**src/rtl/zigzag_rle_encoder.sv**
```systemverilog
// Buffers one 8x8 quantized block and emits zigzag (run, value) pairs.
// Optional ZRL_EN: zero runs of 16 emit a (15, 0) ZRL beat.
module zigzag_rle_encoder #(
  parameter int HDATA_BIT      = 12,
  parameter int RUN_BIT        = 6,
  parameter int BLOCK_BIT      = 3,
  parameter int BLOCK_AREA     = 64,
  parameter int BLOCK_AREA_BIT = 6
) (
  input  logic                        clk_i,
  input  logic                        rstn_i,
  input  logic signed [HDATA_BIT-1:0] ct_veri_i,
  input  logic [BLOCK_BIT-1:0]        ct_row_i,
  input  logic [BLOCK_BIT-1:0]        ct_col_i,
  input  logic                        ct_gecerli_i,
  input  logic                        ct_blok_son_i,
  output logic                        ct_hazir_o,
  output logic [RUN_BIT-1:0]          hd_run_o,
  output logic signed [HDATA_BIT-1:0] hd_veri_o,
  output logic                        hd_gecerli_o,
  output logic                        hd_blok_son_o,
  input  logic                        hd_hazir_i
);

  // raster (row*8+col) -> zigzag index
  localparam int ZZ_ROM [64] = '{
     0,  1,  5,  6, 14, 15, 27, 28,
     2,  4,  7, 13, 16, 26, 29, 42,
     3,  8, 12, 17, 25, 30, 41, 43,
     9, 11, 18, 24, 31, 40, 44, 53,
    10, 19, 23, 32, 39, 45, 52, 54,
    20, 22, 33, 38, 46, 51, 55, 60,
    21, 34, 37, 47, 50, 56, 59, 61,
    35, 36, 48, 49, 57, 58, 62, 63
  };

  typedef enum logic [1:0] {
    DOLDUR,
    HAZIRLA,
    TARA
  } state_t;

  state_t state_r, state_n;

  logic signed [HDATA_BIT-1:0] coef_r [BLOCK_AREA];
  logic [BLOCK_AREA-1:0]       nz_r;
  logic [BLOCK_AREA_BIT-1:0]   son_idx_r, son_idx_n;
  logic [BLOCK_AREA_BIT-1:0]   ptr_r;
  logic [5:0]                  run_r;
  logic [BLOCK_AREA_BIT-1:0]   wr_zz;

  logic       accept;
  logic       step;
  logic       is_dc;
  logic       pos_nz;
  logic       is_zrl;
  logic       emit;
  logic       at_end;
  logic [5:0] run_out;

  assign ct_hazir_o = (state_r == DOLDUR);
  assign accept     = ct_gecerli_i && ct_hazir_o;
  assign wr_zz      = BLOCK_AREA_BIT'(ZZ_ROM[{ct_row_i, ct_col_i}]);

  always_comb begin
    son_idx_n = '0;
    for (int i = 0; i < BLOCK_AREA; i++) begin
      if (nz_r[i]) son_idx_n = BLOCK_AREA_BIT'(i);
    end
  end

  assign step   = (state_r == TARA) && (!hd_gecerli_o || hd_hazir_i);
  assign is_dc  = (ptr_r == '0);
  assign pos_nz = nz_r[ptr_r];
  assign at_end = (ptr_r == son_idx_r);

`ifdef ZRL_EN
  assign is_zrl = !is_dc && !pos_nz && (run_r == 6'd15);
`else
  assign is_zrl = 1'b0;
`endif

  assign emit    = is_dc || pos_nz || is_zrl;
  assign run_out = is_dc ? 6'd0 : run_r;

  always_ff @(posedge clk_i) begin
    if (!rstn_i) state_r <= DOLDUR;
    else         state_r <= state_n;
  end

  always_comb begin
    state_n = state_r;
    unique case (state_r)
      DOLDUR:  if (accept && ct_blok_son_i) state_n = HAZIRLA;
      HAZIRLA: state_n = TARA;
      TARA:    if (step && at_end) state_n = DOLDUR;
      default: state_n = DOLDUR;
    endcase
  end

  // value storage is never cleared; nz_r masks stale entries
  always_ff @(posedge clk_i) begin
    if (accept) coef_r[wr_zz] <= ct_veri_i;
  end

  always_ff @(posedge clk_i) begin
    if (!rstn_i) begin
      nz_r          <= '0;
      son_idx_r     <= '0;
      ptr_r         <= '0;
      run_r         <= '0;
      hd_gecerli_o  <= 1'b0;
      hd_blok_son_o <= 1'b0;
      hd_run_o      <= '0;
      hd_veri_o     <= '0;
    end else begin
      if (accept) nz_r[wr_zz] <= (ct_veri_i != '0);
      if (state_r == HAZIRLA) begin
        son_idx_r <= son_idx_n;
        ptr_r     <= '0;
        run_r     <= '0;
      end
      if (step) begin
        run_r <= emit ? 6'd0 : run_r + 6'd1;
        if (at_end) nz_r  <= '0;
        else        ptr_r <= ptr_r + 1'b1;
      end
      if (step && emit) begin
        hd_gecerli_o  <= 1'b1;
        hd_blok_son_o <= at_end;
        hd_run_o      <= RUN_BIT'(run_out);
        hd_veri_o     <= pos_nz ? coef_r[ptr_r] : '0;
      end else if (hd_hazir_i) begin
        hd_gecerli_o <= 1'b0;
      end
    end
  end

endmodule
```
**config.mk**
```make
export PLATFORM = sky130hd
export DESIGN_NAME = zigzag_rle_encoder
export DESIGN_NICKNAME = d
export VERILOG_FILES = /design/src/rtl/zigzag_rle_encoder.sv
export SDC_FILE = /design/constraint.sdc
export NUM_CORES = 1
export LEC_CHECK = 0
export BUFFER_PORTS_ARGS = -buffer_cell sky130_fd_sc_hd__buf_2
export CAP_MARGIN = 10
export CORE_ASPECT_RATIO = 0.8
export CORE_UTILIZATION = 40
export CTS_CLUSTER_DIAMETER = 60
export DETAILED_ROUTE_END_ITERATION = 6
export PLACE_DENSITY = 0.62
export SKIP_LAST_GASP = 1
export SYNTH_ARGS = -nofsm -noshare
export SYNTH_HDL_FRONTEND = slang
export SYNTH_SLANG_ARGS = --single-unit
export TNS_END_PERCENT = 10
```
**constraint.sdc**
```tcl
create_clock -name clk_i -period 2.8 [get_ports clk_i]
set_input_delay 0.28 -clock clk_i [delete_from_list [all_inputs] [get_ports clk_i]]
set_output_delay 0.28 -clock clk_i [all_outputs]
set_load 0.005 [all_outputs]
```
Word level (Yosys, flattened, before mapping) --
Memory sizes are Yosys's and may differ from the RTL's. A register that Yosys moved wholly into a read port is not among the register bits. Cells that the tools add are included. Widths: inputs -> output; s select.
Storage, ports and cells: bits in read-only memories 2048, word-level logic and storage cells 127, register bits 104, memories 2, bits of input ports 23, output and inout port bits 21, RAM bits 768
Operators by class: equality and inequality tests 5, $lt $le $gt $ge 4, $add $sub $neg 2, mux-type cells 89, reduce and logical (&&, ||, !) cells 15, bitwise operators 1
Memories:
- (name not given) | depth 64, width 32, read ports 1, clocked after Yosys merged registers in 0, write ports 0, line 63 | assign wr_zz = BLOCK_AREA_BIT'(ZZ_ROM[{ct_row_i, ct_col_i}]);
- coef_r | depth 64, width 12, read ports 1, clocked after Yosys merged registers in 1, write ports 1, line 45 | logic signed [HDATA_BIT-1:0] coef_r [BLOCK_AREA];
Operators by type and width (count):
- $mux 6 | 71
- $mux 64 | 3
- $bwmux 64 | 1
- $lt 6x7->1 const B | 2
- $add 6x1->6 const B | 2
- $mux 12 | 1
- $reduce_bool 12->1 | 1
- $ge 7x7->1 const B | 1
- $mux 1 | 7
- $not 6->7 | 1
- $bmux 1 s6 | 1
- $demux 1 s6 | 1
- $eq 6x6->1 | 1
- $ge 6x1->1 const B | 1
- $logic_and 1x1->1 | 6
- $logic_not 6->1 | 1
- $mux 2 | 3
- $pmux 2 s3 | 1
- $ne 2x1->1 const B | 2
- $reduce_bool 2->1 | 2
- $eq 2x1->1 const B | 1
- $eq 2x2->1 const B | 1
- $logic_not 2->1 | 1
- $logic_or 1x1->1 | 2
- other kinds (2) | 2

Depth between registers and ports, before layout --
depth after elaboration 63, depth in mapped cells 13, gate-level depth less buffers 9

Worst setup path after synthesis --
No wires, ideal clock.
path type in2reg, from input ct_col_i[2], to memory coef_r[47][0] (enable), library setup time 0.383 ns, buffers on the path 3, arrival time 2.473 ns, stages on the path 9, data required time 2.417 ns, setup slack -0.056 ns, cells stage by stage buf_2 buf_2 buf_1 o21bai_1 o311ai_0 o311ai_0 a21oi_1 nand3_1 nor2_1
On the way: word-level cells in the longest chain between the ends 4
Ends and longest elaborated chain:
- start, declared | line 14 | input logic [BLOCK_BIT-1:0] ct_col_i,
- $not 6->7 (not written as such) | line 63
- $mem_v2 64x32
- $mux 6 (not written as such) (2 in series) | line 63
- end, declared | line 45
No other way between the ends. The select of a mux whose other input is x is not followed.

Worst setup path in the final report --
from register ptr_r[0], to register hd_veri_o[4]
On the way: word-level cells in the longest chain between the ends 4, elaborated cells on any way between the ends 6, classes of those cells mux (3); reduce/logical (3)
Ends and longest elaborated chain:
- start, declared | line 48 | logic [BLOCK_AREA_BIT-1:0] ptr_r;
- start signal, assigned | line 126 | else ptr_r <= ptr_r + 1'b1;
- $bmux 1 s6 | line 74 | assign pos_nz = nz_r[ptr_r];
- $mux 1 (not written as such) | line 74
- $logic_or 1x1->1 | line 83 | assign emit = is_dc || pos_nz || is_zrl;
- $logic_and 1x1->1 | line 128 | if (step && emit) begin
- end signal, assigned | line 132 | hd_veri_o <= pos_nz ? coef_r[ptr_r] : '0;
- end, declared | line 19 | output logic signed [HDATA_BIT-1:0] hd_veri_o,
Parallel ways exist; a longest one is shown, timed or not. The select of a mux whose other input is x is not followed. A chain may end at the register's enable or synchronous reset.

==> run_results.csv <==
group,metric,value,unit
pwr,pwr_density_cell,635,nW/um2
clock_tree,clk_pin_slew,0.06,ns
global_route,antenna_found_initial,4,
floorplanning,rows,97,
timing,layout_min_cycle_time,2.82,ns
clock_tree,clkLatencyLatePin,0.66,ns
yosys,yosysSeqAreaShare,0.709,
timing,hold_viol_final,0,
yosys,yosys_warnings,0,
clock_tree,cts_tree,"yes",
timing,drv_slew,0,
finish,finish.utilization,0.484,
placed_design,dp_cells,3240,
clock_tree,cts_inserted_buffers,85,
yosys,synth-edff-count,768,
timing,fin_ws,-0.0159,ns
run_status,status,"complete, but fails checks",
placed_design,gp_congestion,0.929,
yosys,synth_compound_area_frac,0.0357,
yosys,syn_inst,1900,
pwr,vdd_drop_max,0.000402,V
drt,wl_per_cell,27.1,um
pwr,leakage,13.4,nW
timing,tns,-0.0159,ns
worst_setup_path,end_kind,"flip-flop",
clock_tree,cts_num_sinks,872,
timing,hold_ws,0.212,ns
global_route,grt_first_pass_wirelength,132,mm
run_status,violations,"negative setup slack",
placed_design,dpl.hpwl,58.7,mm
timing,final-setup-viol-count,1,
yosys,synthArstFlopShare,0,
placed_design,dpl_cell_area,39100,um2
yosys,syn-num-nets,1930,
finish,design_area,42400,um2
yosys,synth_mux_area_frac,0.186,
clock_tree,root_buffer,"clkbuf_16",
drt,viasPerCell,5.69,
timing,tightest_slew,1.11,ns
flow_run,drv_cap,0,
global_route,overflow,0,
drt,drt-pass1-iter-count,5,
yosys,syn_area_per_cell,18.7,um2
worst_setup_path,critical_path_arrival,3.36,ns
finish,area_delta_synth_final,19.6,%
floorplanning,die-area,89900,um2
drt,detail_route.iter0.violations,2414,
clock_tree,cts_max_level,3,
placed_design,io_buffer_count,43,
floorplanning,start_util,0.405,
worst_setup_path,cp_data_required_time,3.34,ns
timing,fmax,0.355,GHz
finish,drive_above_1_share,0.312,
global_route,grt_pass1_vias,19045,
drt,ant_nets,0,
finish,layout.cells.non_filler,3430,
floorplanning,die_height,268,um
drt,finalWirelength,92.9,mm
worst_setup_path,startpoint_type,"flip-flop",
worst_setup_path,cp_max_fo,6,
placed_design,dp_slack,-0.199,ns
timing,rsz0062_at_grt,"yes",
drt,drc,0,
global_route,grt_usage,0.204,
yosys,synthXorXnorAreaFrac,0.00198,
pwr,p_total,26.9,mW
worst_hold_path,min_path_type,"input pin to flip-flop",
floorplanning,pin_count,44,
yosys,ys_types,61,
finish,nFillCells,7224,
global_route,grt_max_degree,65,
floorplanning,core_area,87600,um2
floorplanning,fp.dieW,335,um
yosys,synth_top_family_by_area,"multiplexers",
yosys,synthAdderAreaFrac,0.00247,
timing,relSlewSlack,0.252,
timing,fin_crit_sh,1.01,
drt,vias,19508,
yosys,synth_top_area_share,0.650,
yosys,synth.largest_area_cell,"edfxtp_1",
finish,fin_nets,2203,
yosys,ys_ff_latch,872,
yosys,syn_area,35500,um2
timing,skew,0.0307,ns
yosys,yosys-top-cells-area,"edfxtp_1 65%, mux4_2 16%, dfxtp_1 5.9%",
worst_setup_path,criticalPathCategory,"flip-flop to flip-flop",
yosys,ys.flop_type,"edfxtp_1",
clock_tree,cts_buffer_depth,3,
yosys,yosys.area_share.simple,0.0482,
per-layer routing:
layer,track usage,share of wire,vias to the layer above
met1,0.320,0.47,10243
met2,0.278,0.42,816
met5,0,0,-
met3,0.0460,0.088,116
met4,0.0639,0.026,0
li1,-,-,8333
sequential cells by signal, summed over array words and instances (netlist names), 2 cells and up:
name and cells:
coef_r 768, hd_run_o 6, hd_veri_o 12, nz_r 64, ptr_r 6, run_r 6, son_idx_r 6, state_r 2
cells in the final DEF (no fill, tap or decap), types with 6 or more instances in the layout:
| master | count |
|---|---|
| a211oi_1 | 6 |
| a211oi_2 | 9 |
| a21oi_1 | 25 |
| a22o_1 | 23 |
| a31oi_1 | 20 |
| and2_1 | 15 |
| buf_12 | 63 |
| buf_2 | 43 |
| buf_4 | 155 |
| buf_6 | 9 |
| bufinv_16 | 6 |
| clkbuf_1 | 23 |
| clkbuf_16 | 95 |
| clkinv_1 | 8 |
| clkinv_2 | 16 |
| dfxtp_1 | 100 |
| edfxtp_1 | 768 |
| ha_1 | 7 |
| inv_1 | 19 |
| inv_6 | 6 |
| mux2i_1 | 86 |
| mux4_2 | 253 |
| nand2_1 | 131 |
| nand2b_1 | 9 |
| nand3_1 | 30 |
| nor2_1 | 103 |
| nor2b_1 | 16 |
| nor3_1 | 20 |
| nor4_1 | 18 |
| o21ai_0 | 26 |
| o31ai_1 | 8 |
| xnor2_1 | 8 |
Yosys cell counts, types with 21 or more instances:
| cell type | count |
|---|---|
| edfxtp_1 | 768 |
| mux4_2 | 253 |
| nand2_1 | 132 |
| dfxtp_1 | 104 |
| nor2_1 | 104 |
| mux2i_1 | 86 |
| clkbuf_1 | 46 |
| buf_2 | 31 |
| nand3_1 | 31 |
| o21ai_0 | 27 |
| a21oi_1 | 25 |
| a22o_1 | 23 |
| a31oi_1 | 21 |
path summary, 6_finish.rpt:
| check | from | endpoint | slack [ns] | depth (start not counted) |
|---|---|---|---|---|
| max | ptr_r[0] | hd_veri_o[4] | -0.02 | 10 |
| min | rstn_i | ptr_r[2] | 0.21 | 3 |
| max reg2reg | ptr_r[0] | hd_veri_o[4] | -0.02 | 10 |
| min reg2reg | hd_run_o[0] | hd_run_o[0] | 0.48 | 1 |
cells by family (layout without fill, tap and decap cells):
logic type      count (synthesis)  count (layout)
flops                         872             872
simple gates                  375             376
mux                           342             342
compound gates                175             175
buf+inv                       121             461
xor+xnor                        8               8
fa+ha+maj                       7               7
other cells                     0               1
worst max-delay path, cell delays in order, from the launching register on:
cell	delay, ns
dfxtp_4	0.39
buf_12	0.14
buf_12	0.13
buf_16	0.13
mux4_2	0.53
mux4_2	0.52
and2_1	0.20
a211oi_2	0.22
buf_4	0.18
a31oi_1	0.06
a22o_1	0.22
where the power goes:
part,switching [mW],internal (mW),total (mW),leakage [nW]
Sequential,0.0413,14.2,14.3,7.75
Clock,4.86,6.39,11.2,1.34
Combinational,0.850,0.533,1.38,4.33
repair_timing:
| item | 4_1_cts | 5_1_grt |
|---|---|---|
| endpoints found under the hold margin | 2 | 0 |
| gates resized for setup | 6 | 22 |
| setup endpoints to repair | 29 | 83 |
| buffers inserted | 1 | 18 |
| cloned | 1 | 11 |
| hold buffers | 3 | 0 |
| pin swaps | 1 | 7 |
layout make-up:
type                       instances  area (um2)  area share
timing repair buffer             287        3130      0.0739
multi-input combinational        908        9810       0.231
sequential                       872       25200       0.593
tap                             1188        1490      0.0351
antenna                            1        2.50   0.0000590
clock inverter                    41         422     0.00995
inverter                          19        71.3     0.00168
clock buffer                     114        2310      0.0544
Note: power is estimated with default switching activity, not from simulation.
